$ cat src/rtl/mem_access.sv
// Memory-access stage: passes ALU results to write-back, runs LOAD/STORE against async SRAM.
// Latency: ALU pass-through 1 cycle; memory ops WAIT_CYCLES+1 cycles to write-back.
// Backpressure: stallReq_o holds upstream while an SRAM transaction is in flight; no overlap.
module mem_access #(
  parameter int WAIT_CYCLES = 2,
  parameter int RAM_ADDR_W  = 18
) (
  input  logic                  clk,
  input  logic                  rst,
  input  logic                  wEnable_i,
  input  logic [3:0]            wAddr_i,
  input  logic [15:0]           wData_i,
  input  logic [1:0]            memOp_i,
  input  logic [15:0]           memAddr_i,
  input  logic [15:0]           memWData_i,
  output logic                  stallReq_o,
  output logic                  wEnable_o,
  output logic [3:0]            wAddr_o,
  output logic [15:0]           wData_o,
  output logic [RAM_ADDR_W-1:0] ramAddr_o,
  output logic [15:0]           ramWData_o,
  input  logic [15:0]           ramRData_i,
  output logic                  ramCe_n_o,
  output logic                  ramOe_n_o,
  output logic                  ramWe_n_o
);

  localparam logic [0:0] S_IDLE   = 1'b0;
  localparam logic [0:0] S_ACCESS = 1'b1;

  localparam logic [1:0] OP_LOAD  = 2'b01;
  localparam logic [1:0] OP_STORE = 2'b10;

  logic [0:0] state;
  logic [3:0] cnt;
  logic       op_store;
  logic       lat_wen;
  logic [3:0] lat_waddr;
  logic       is_load;
  logic       is_store;

  // Decode the incoming op; the reserved encoding 11 falls through as NONE.
  always_comb begin
    is_load  = (memOp_i == OP_LOAD);
    is_store = (memOp_i == OP_STORE);
  end

  // Stall while a transaction starts or is still running; the last ACCESS cycle
  // releases upstream so the next instruction lands in IDLE right after.
  always_comb begin
    stallReq_o = 1'b0;
    if (state == S_IDLE) begin
      stallReq_o = is_load | is_store;
    end else begin
      stallReq_o = (cnt != 4'd1);
    end
  end

  // Wait-state FSM, SRAM strobes and the registered write-back port.
  always_ff @(posedge clk) begin
    if (rst) begin
      state      <= S_IDLE;
      cnt        <= 4'd0;
      op_store   <= 1'b0;
      lat_wen    <= 1'b0;
      lat_waddr  <= 4'd0;
      wEnable_o  <= 1'b0;
      wAddr_o    <= 4'd0;
      wData_o    <= 16'd0;
      ramAddr_o  <= '0;
      ramWData_o <= 16'd0;
      ramCe_n_o  <= 1'b1;
      ramOe_n_o  <= 1'b1;
      ramWe_n_o  <= 1'b1;
    end else begin
      case (state)
        S_IDLE: begin
          if (is_load || is_store) begin
            op_store   <= is_store;
            lat_wen    <= wEnable_i;
            lat_waddr  <= wAddr_i;
            ramAddr_o  <= RAM_ADDR_W'(memAddr_i);
            ramWData_o <= memWData_i;
            ramCe_n_o  <= 1'b0;
            ramOe_n_o  <= ~is_load;
            ramWe_n_o  <= ~is_store;
            cnt        <= 4'(WAIT_CYCLES);
            state      <= S_ACCESS;
            // Bubble into write-back while the SRAM is busy.
            wEnable_o  <= 1'b0;
          end else begin
            wEnable_o <= wEnable_i;
            wAddr_o   <= wAddr_i;
            wData_o   <= wData_i;
          end
        end
        default: begin
          cnt <= cnt - 4'd1;
          // Release WE one cycle early so the final cycle holds address/data with WE high.
          if (op_store && (cnt == 4'd2)) begin
            ramWe_n_o <= 1'b1;
          end
          if (cnt == 4'd1) begin
            state     <= S_IDLE;
            ramCe_n_o <= 1'b1;
            ramOe_n_o <= 1'b1;
            ramWe_n_o <= 1'b1;
            if (op_store) begin
              wEnable_o <= 1'b0;
            end else begin
              wEnable_o <= lat_wen;
              wAddr_o   <= lat_waddr;
              wData_o   <= ramRData_i;
            end
          end
        end
      endcase
    end
  end

endmodule

$ cat config.mk
export PLATFORM = sky130hd
export DESIGN_NAME = mem_access
export DESIGN_NICKNAME = d
export VERILOG_FILES = /design/src/rtl/mem_access.sv
export SDC_FILE = /design/constraint.sdc
export NUM_CORES = 1
export LEC_CHECK = 0
export ABC_AREA = 1
export CELL_PAD_IN_SITES_DETAIL_PLACEMENT = 1
export CELL_PAD_IN_SITES_GLOBAL_PLACEMENT = 1
export CORE_ASPECT_RATIO = 1.1
export CORE_MARGIN = 3
export CORE_UTILIZATION = 27
export DETAILED_ROUTE_END_ITERATION = 10
export PLACE_DENSITY = 0.78
export SLEW_MARGIN = 10
export SYNTH_ARGS = -nofsm -noshare
export SYNTH_HDL_FRONTEND = slang
export SYNTH_SLANG_ARGS = --single-unit
export TNS_END_PERCENT = 30
$ cat constraint.sdc
create_clock -name clk -period 1.9 [get_ports clk]
set_input_delay 0.285 -clock clk [delete_from_list [all_inputs] [get_ports clk]]
set_output_delay 0.285 -clock clk [all_outputs]
set_load 0.05 [all_outputs]
Yosys cells after proc, flatten, opt, wreduce, memory -nomap -nowiden --
Cells that the tools add are included.
Storage, ports and cells: bits in registers 67, input port bits 73, output and inout port bits 59, word-level logic and storage cells 61
Operators by class: $add $sub $neg 1, eq/ne operators 9, mux-type cells 27, bitwise logic cells 4, reductions and logical operators 7
Operator list (number):
- 2-to-1 mux 16 bit | 4
- 2-to-1 mux 4 bit | 6
- 2-to-1 mux 1 bit | 17
- AND reduction 2 bit | 3
- equality test 4 x 1 -> 1 bit (second input constant) | 1
- equality test 4 x 2 -> 1 bit (second input constant) | 1
- inequality test 2 bit (second input constant) | 2
- inequality test 4 x 1 -> 1 bit (second input constant) | 1
- subtractor 4 x 1 -> 4 bit (second input constant) | 1
- inequality test 3 x 1 -> 1 bit (second input constant) | 1
- NOT 1 bit | 3
- AND reduction 3 bit | 1
- equality test 2 x 1 -> 1 bit (second input constant) | 1
- equality test 2 bit (second input constant) | 1
- inequality test 2 x 1 -> 1 bit (second input constant) | 1
- nonzero test 2 bit | 1
- logical AND 1 bit | 1
- logical OR 1 bit | 1
- OR 1 bit | 1

Logic depth before layout (Yosys ltp) --
depth after elaboration 5, mapped depth 8

Worst setup path after synthesis --
OpenSTA, ideal clock, no wires.
path kind input -> output, start point in memOp_i[0], end point out stallReq_o, arrival 1549 ps, data required time 1615 ps, setup slack 66 ps, stages 6, buffers on the path 1, cells stage by stage inv_1 -> ha_1 -> nor2_2 -> clkinv_1 -> clkbuf_1 -> nand2_1
Between the ends: longest elaborated chain between the ends 3, elaborated cells on any way between the ends 4, classes of those cells eq/ne: 2; mux: 1; bitwise: 1
RTL lines:
- start: declaration | line 13 | input logic [1:0] memOp_i,
- equality test 2 x 1 -> 1 bit / equality test 2 bit (equally long branches) | line 44, 45
- OR 1 bit * | line 53 | stallReq_o = is_load | is_store;
- 2-to-1 mux 1 bit * | line 52 | if (state == S_IDLE) begin
- end: declaration | line 16 | output logic stallReq_o,
Mark *: on every way between the ends. The rest lies on a longest branch, timed or not.

Worst setup path in the final report --
start point reg ramAddr_o[0], end point out ramAddr_o[0]
RTL lines:
- start: declaration | line 20 | output logic [RAM_ADDR_W-1:0] ramAddr_o,
- start signal: assignment | line 82 | ramAddr_o <= RAM_ADDR_W'(memAddr_i);
No word-level cell between the ends.

==> flow_results.xml <==
<?xml version="1.0" encoding="UTF-8"?>
<metrics>
  <group name="routing">
    <metric name="drt_pass1_iterations" unit="">6</metric>
    <metric name="detail_route.vias_per_cell" unit="">4.70</metric>
    <metric name="drt-initial-drc-count" unit="">66</metric>
    <metric name="detail-route-antenna-nets" unit="">0</metric>
    <metric name="drc_errors" unit="">0</metric>
    <metric name="detailed_route_wire_length" unit="um">9200</metric>
    <metric name="drt-wirelength-per-cell" unit="um">14.3</metric>
    <metric name="routed-via-count" unit="">3021</metric>
  </group>
  <group name="run_status">
    <metric name="outcome" unit="">finished, final reports clean</metric>
  </group>
  <group name="power_and_ir_drop">
    <metric name="switchingPower" unit="W">0.00170</metric>
    <metric name="power.sequential.fraction" unit="">0.360</metric>
    <metric name="comb_power_share" unit="">0.348</metric>
    <metric name="p_leak" unit="nW">1.87</metric>
    <metric name="worst_ir_drop_vdd" unit="mV">0.425</metric>
    <metric name="netSwitchingFraction" unit="">0.368</metric>
    <metric name="power.clock.fraction" unit="">0.291</metric>
    <metric name="p_per_area" unit="nW/um^2">1030</metric>
    <metric name="power.internal" unit="W">0.00292</metric>
  </group>
  <group name="floorplanning">
    <metric name="initial_utilization" unit="">0.278</metric>
    <metric name="chipWidth" unit="um">102</metric>
    <metric name="coreArea" unit="um^2">9940</metric>
    <metric name="fp.dieH" unit="um">112</metric>
    <metric name="pin_count" unit="">132</metric>
    <metric name="die_area" unit="um^2">11500</metric>
    <metric name="row_count" unit="">38</metric>
  </group>
  <group name="hold_path">
    <metric name="worst_hold_startpoint" unit="">lat_waddr[0]</metric>
    <metric name="min_path_type" unit="">reg2reg</metric>
    <metric name="whs_endpoint" unit="">lat_waddr[0]</metric>
    <metric name="hold_path_depth" unit="">2</metric>
  </group>
  <group name="setup_path">
    <metric name="critical_path_peak_fanout" unit="">2</metric>
    <metric name="critPathSlowestCell" unit="">sky130_fd_sc_hd__clkdlybuf4s50_1</metric>
    <metric name="critPathTopFamily" unit="">buffers and inverters</metric>
    <metric name="timing.rr.start" unit="">cnt[1]</metric>
    <metric name="worstRegToRegCells" unit="">7</metric>
    <metric name="rr_endpoint" unit="">wAddr_o[1]</metric>
    <metric name="delay_of_the_slowest_cell_on_the_worst_path" unit="ns">0.82</metric>
    <metric name="worst-endpoint-arrival" unit="ns">1.53</metric>
    <metric name="critPathLaunch" unit="">ramAddr_o[0]</metric>
    <metric name="worstSetupStartpointType" unit="">flop</metric>
    <metric name="reg2reg_slack" unit="ns">0.48</metric>
    <metric name="crit_path_end_kind" unit="">output pin</metric>
    <metric name="timing.critical_path.cells" unit="">clkdlybuf4s50_1</metric>
    <metric name="critical_path_buf_inv_count" unit="">1</metric>
    <metric name="timing.setup.critical_path_class" unit="">reg2out</metric>
    <metric name="worstPathRequired" unit="ns">1.62</metric>
  </group>
  <group name="timing">
    <metric name="final.period_utilization" unit="">0.953</metric>
    <metric name="max_freq" unit="MHz">552</metric>
    <metric name="min_period" unit="ns">1.81</metric>
    <metric name="whs" unit="ns">0.461</metric>
    <metric name="final-setup-viol-count" unit="">0</metric>
    <metric name="clock-skew-final" unit="ns">0.0142</metric>
    <metric name="slew_headroom" unit="">0.640</metric>
    <metric name="pins_over_slew_limit" unit="">0</metric>
    <metric name="fin_tns_setup" unit="ns">0</metric>
    <metric name="unrepaired_setup_endpoints_after_global_routing" unit="">no</metric>
    <metric name="tightest_slew" unit="ns">0.538</metric>
    <metric name="finalHoldViolCount" unit="">0</metric>
  </group>
  <group name="grt">
    <metric name="grt_max_degree" unit="">29</metric>
    <metric name="globalRouteTotalUtil" unit="">0.163</metric>
    <metric name="first_global_vias" unit="">3221</metric>
    <metric name="grt_pass1_wl" unit="um">14900</metric>
    <metric name="initial_antenna_violation_count" unit="">0</metric>
    <metric name="globalRouteOverflowTotal" unit="">0</metric>
  </group>
  <group name="clock_network">
    <metric name="cts.htree.levels" unit="">3</metric>
    <metric name="numCtsBuffers" unit="">9</metric>
    <metric name="clockBufferDepth" unit="">2</metric>
    <metric name="cts.sinks" unit="">67</metric>
    <metric name="cts_tree" unit="">yes</metric>
    <metric name="cts-root-buf" unit="">sky130_fd_sc_hd__clkbuf_8</metric>
    <metric name="worstSkewPairLatency" unit="ns">0.35</metric>
    <metric name="post_cts_clock_slew_at_the_launch_and_capture_registers_of_the_worst_setup_and_hold_paths" unit="ns">0.08</metric>
  </group>
  <group name="place">
    <metric name="place_congestion" unit="">0.746</metric>
    <metric name="port-buffer-count" unit="">129</metric>
    <metric name="dp_hpwl" unit="um">6860</metric>
    <metric name="placed_cell_area" unit="um^2">4230</metric>
  </group>
  <group name="logic_synthesis">
    <metric name="synth.yosys.seq_area_share" unit="">0.486</metric>
    <metric name="synth.avg_cell_area" unit="um^2">7.14</metric>
    <metric name="post_synth_instance_area" unit="um^2">2760</metric>
    <metric name="synthCells" unit="">386</metric>
    <metric name="ys.warnings.count" unit="">0</metric>
    <metric name="synth_cell_types" unit="">21</metric>
    <metric name="yosys_register_bits" unit="">67</metric>
  </group>
  <group name="final_layout">
    <metric name="final.fill_count" unit="">1217</metric>
    <metric name="final_common_cell" unit="">sky130_fd_sc_hd__clkdlybuf4s50_1</metric>
    <metric name="area.growth.synth_to_final" unit="%">62.7</metric>
    <metric name="finalNetCount" unit="">596</metric>
    <metric name="diodes" unit="">0</metric>
    <metric name="finish.utilization" unit="">0.452</metric>
    <metric name="layout.cell_area.non_filler" unit="um^2">4490</metric>
    <metric name="layout.cells.most_common_list" unit="">sky130_fd_sc_hd__clkdlybuf4s50_1, sky130_fd_sc_hd__nand2_1, sky130_fd_sc_hd__nor2_1, sky130_fd_sc_hd__dfxtp_1, sky130_fd_sc_hd__o21ai_0</metric>
    <metric name="final_layout_size_suffix_gt1_frac" unit="">0.0880</metric>
  </group>
  <group name="flow_run">
    <metric name="max_cap_violations" unit="">0</metric>
  </group>
</metrics>
[cells in the mapped netlist, drive strengths merged]
cell | n | area [um^2]
o211ai | 1 | 7.51
nand4 | 2 | 12.5
a211oi | 2 | 15.0
ha | 5 | 62.6
dfxtp | 67 | 1340
a21oi | 30 | 150
buf | 10 | 57.6
nand2 | 99 | 379
nor2 | 71 | 269
clkbuf | 17 | 63.8
inv | 12 | 45.0
o21a | 1 | 7.51
clkinv | 1 | 3.75
conb | 1 | 3.75
nand3 | 29 | 145
o21ai | 38 | 194
[final cells by class]
cell class,count,area (um^2),share of cell area
Clock buffer,9,124,0.0276
Clock inverter,7,100,0.0223
Inverter,13,48.8,0.0109
Multi-Input combinational cell,280,1270,0.284
Sequential cell,67,1340,0.299
Tap cell,120,150,0.0335
Timing Repair Buffer,147,1450,0.323
[routing by layer]
| layer | GRT usage | up-vias | routed length (um) |
|---|---|---|---|
| li1 | - | 1499 | - |
| met3 | 0.0683 | 8 | 806 |
| met5 | 0 | - | 0 |
| met2 | 0.291 | 105 | 4610 |
| met1 | 0.173 | 1409 | 3690 |
| met4 | 0.0437 | 0 | 94 |
[metrics by stage]
step / setup WS [ns] / instances / power, W
6_report: 0.0892 / 643 / 0.00462
5_1_grt: 0.00987 / 643 / 0.00488
4_1_cts: 0.00448 / 643 / 0.00467
3_5_place_dp: -0.161 / 626 / 0.00330
3_3_place_gp: -0.102 / 626 / 0.00326
2_1_floorplan: 0.0664 / 387 / 0.00265
[cells by family (layout without fill, tap and decap cells)]
kind of cell | after synthesis | in the layout | share of synthesized area
other cells | 1 | 2 | 0.00136
flops | 67 | 67 | 0.486
fa+ha+maj | 5 | 5 | 0.0227
simple gates | 201 | 201 | 0.292
compound gates | 72 | 72 | 0.136
buf+inv | 40 | 176 | 0.0617
[power by group through the flow]
| stage | sequential (W) | clock, W | combinational, W |
|---|---|---|---|
| 2_1_floorplan | 0.00217 | 0 | 0.000478 |
| 3_3_place_gp | 0.00169 | 0 | 0.00157 |
| 3_5_place_dp | 0.00169 | 0 | 0.00160 |
| 4_1_cts | 0.00166 | 0.00138 | 0.00162 |
| 5_1_grt | 0.00169 | 0.00146 | 0.00174 |
| 6_report | 0.00166 | 0.00135 | 0.00161 |
[state kept, by name (all words and copies together) (netlist names)]
signal,flops
wAddr_o,4
op_store,1
wEnable_o,1
state,1
cnt,4
ramAddr_o,16
wData_o,16
ramWe_n_o,1
lat_wen,1
ramWData_o,16
ramOe_n_o,1
ramCe_n_o,1
lat_waddr,4
[worst max-delay path by stage]
| stage | endpoint | slack (ns) | cells after the start |
|---|---|---|---|
| floorplan | stallReq_o | 0.07 | 6 |
| global placement | ramOe_n_o | -0.10 | 9 |
| detailed placement | ramOe_n_o | -0.16 | 9 |
| CTS | stallReq_o | 0.004 | 7 |
| global route | ramWData_o[9] | 0.01 | 1 |
| finish | ramAddr_o[0] | 0.09 | 1 |
[what timing repair did]
item | CTS | global route
gates resized for setup | 2 | 4
setup buffers | 1 | 0
endpoints found under the setup margin | 1 | 1
pin swaps | 1 | 0
hold buffers | 0 | 0
(Power assumes the default switching activity.)
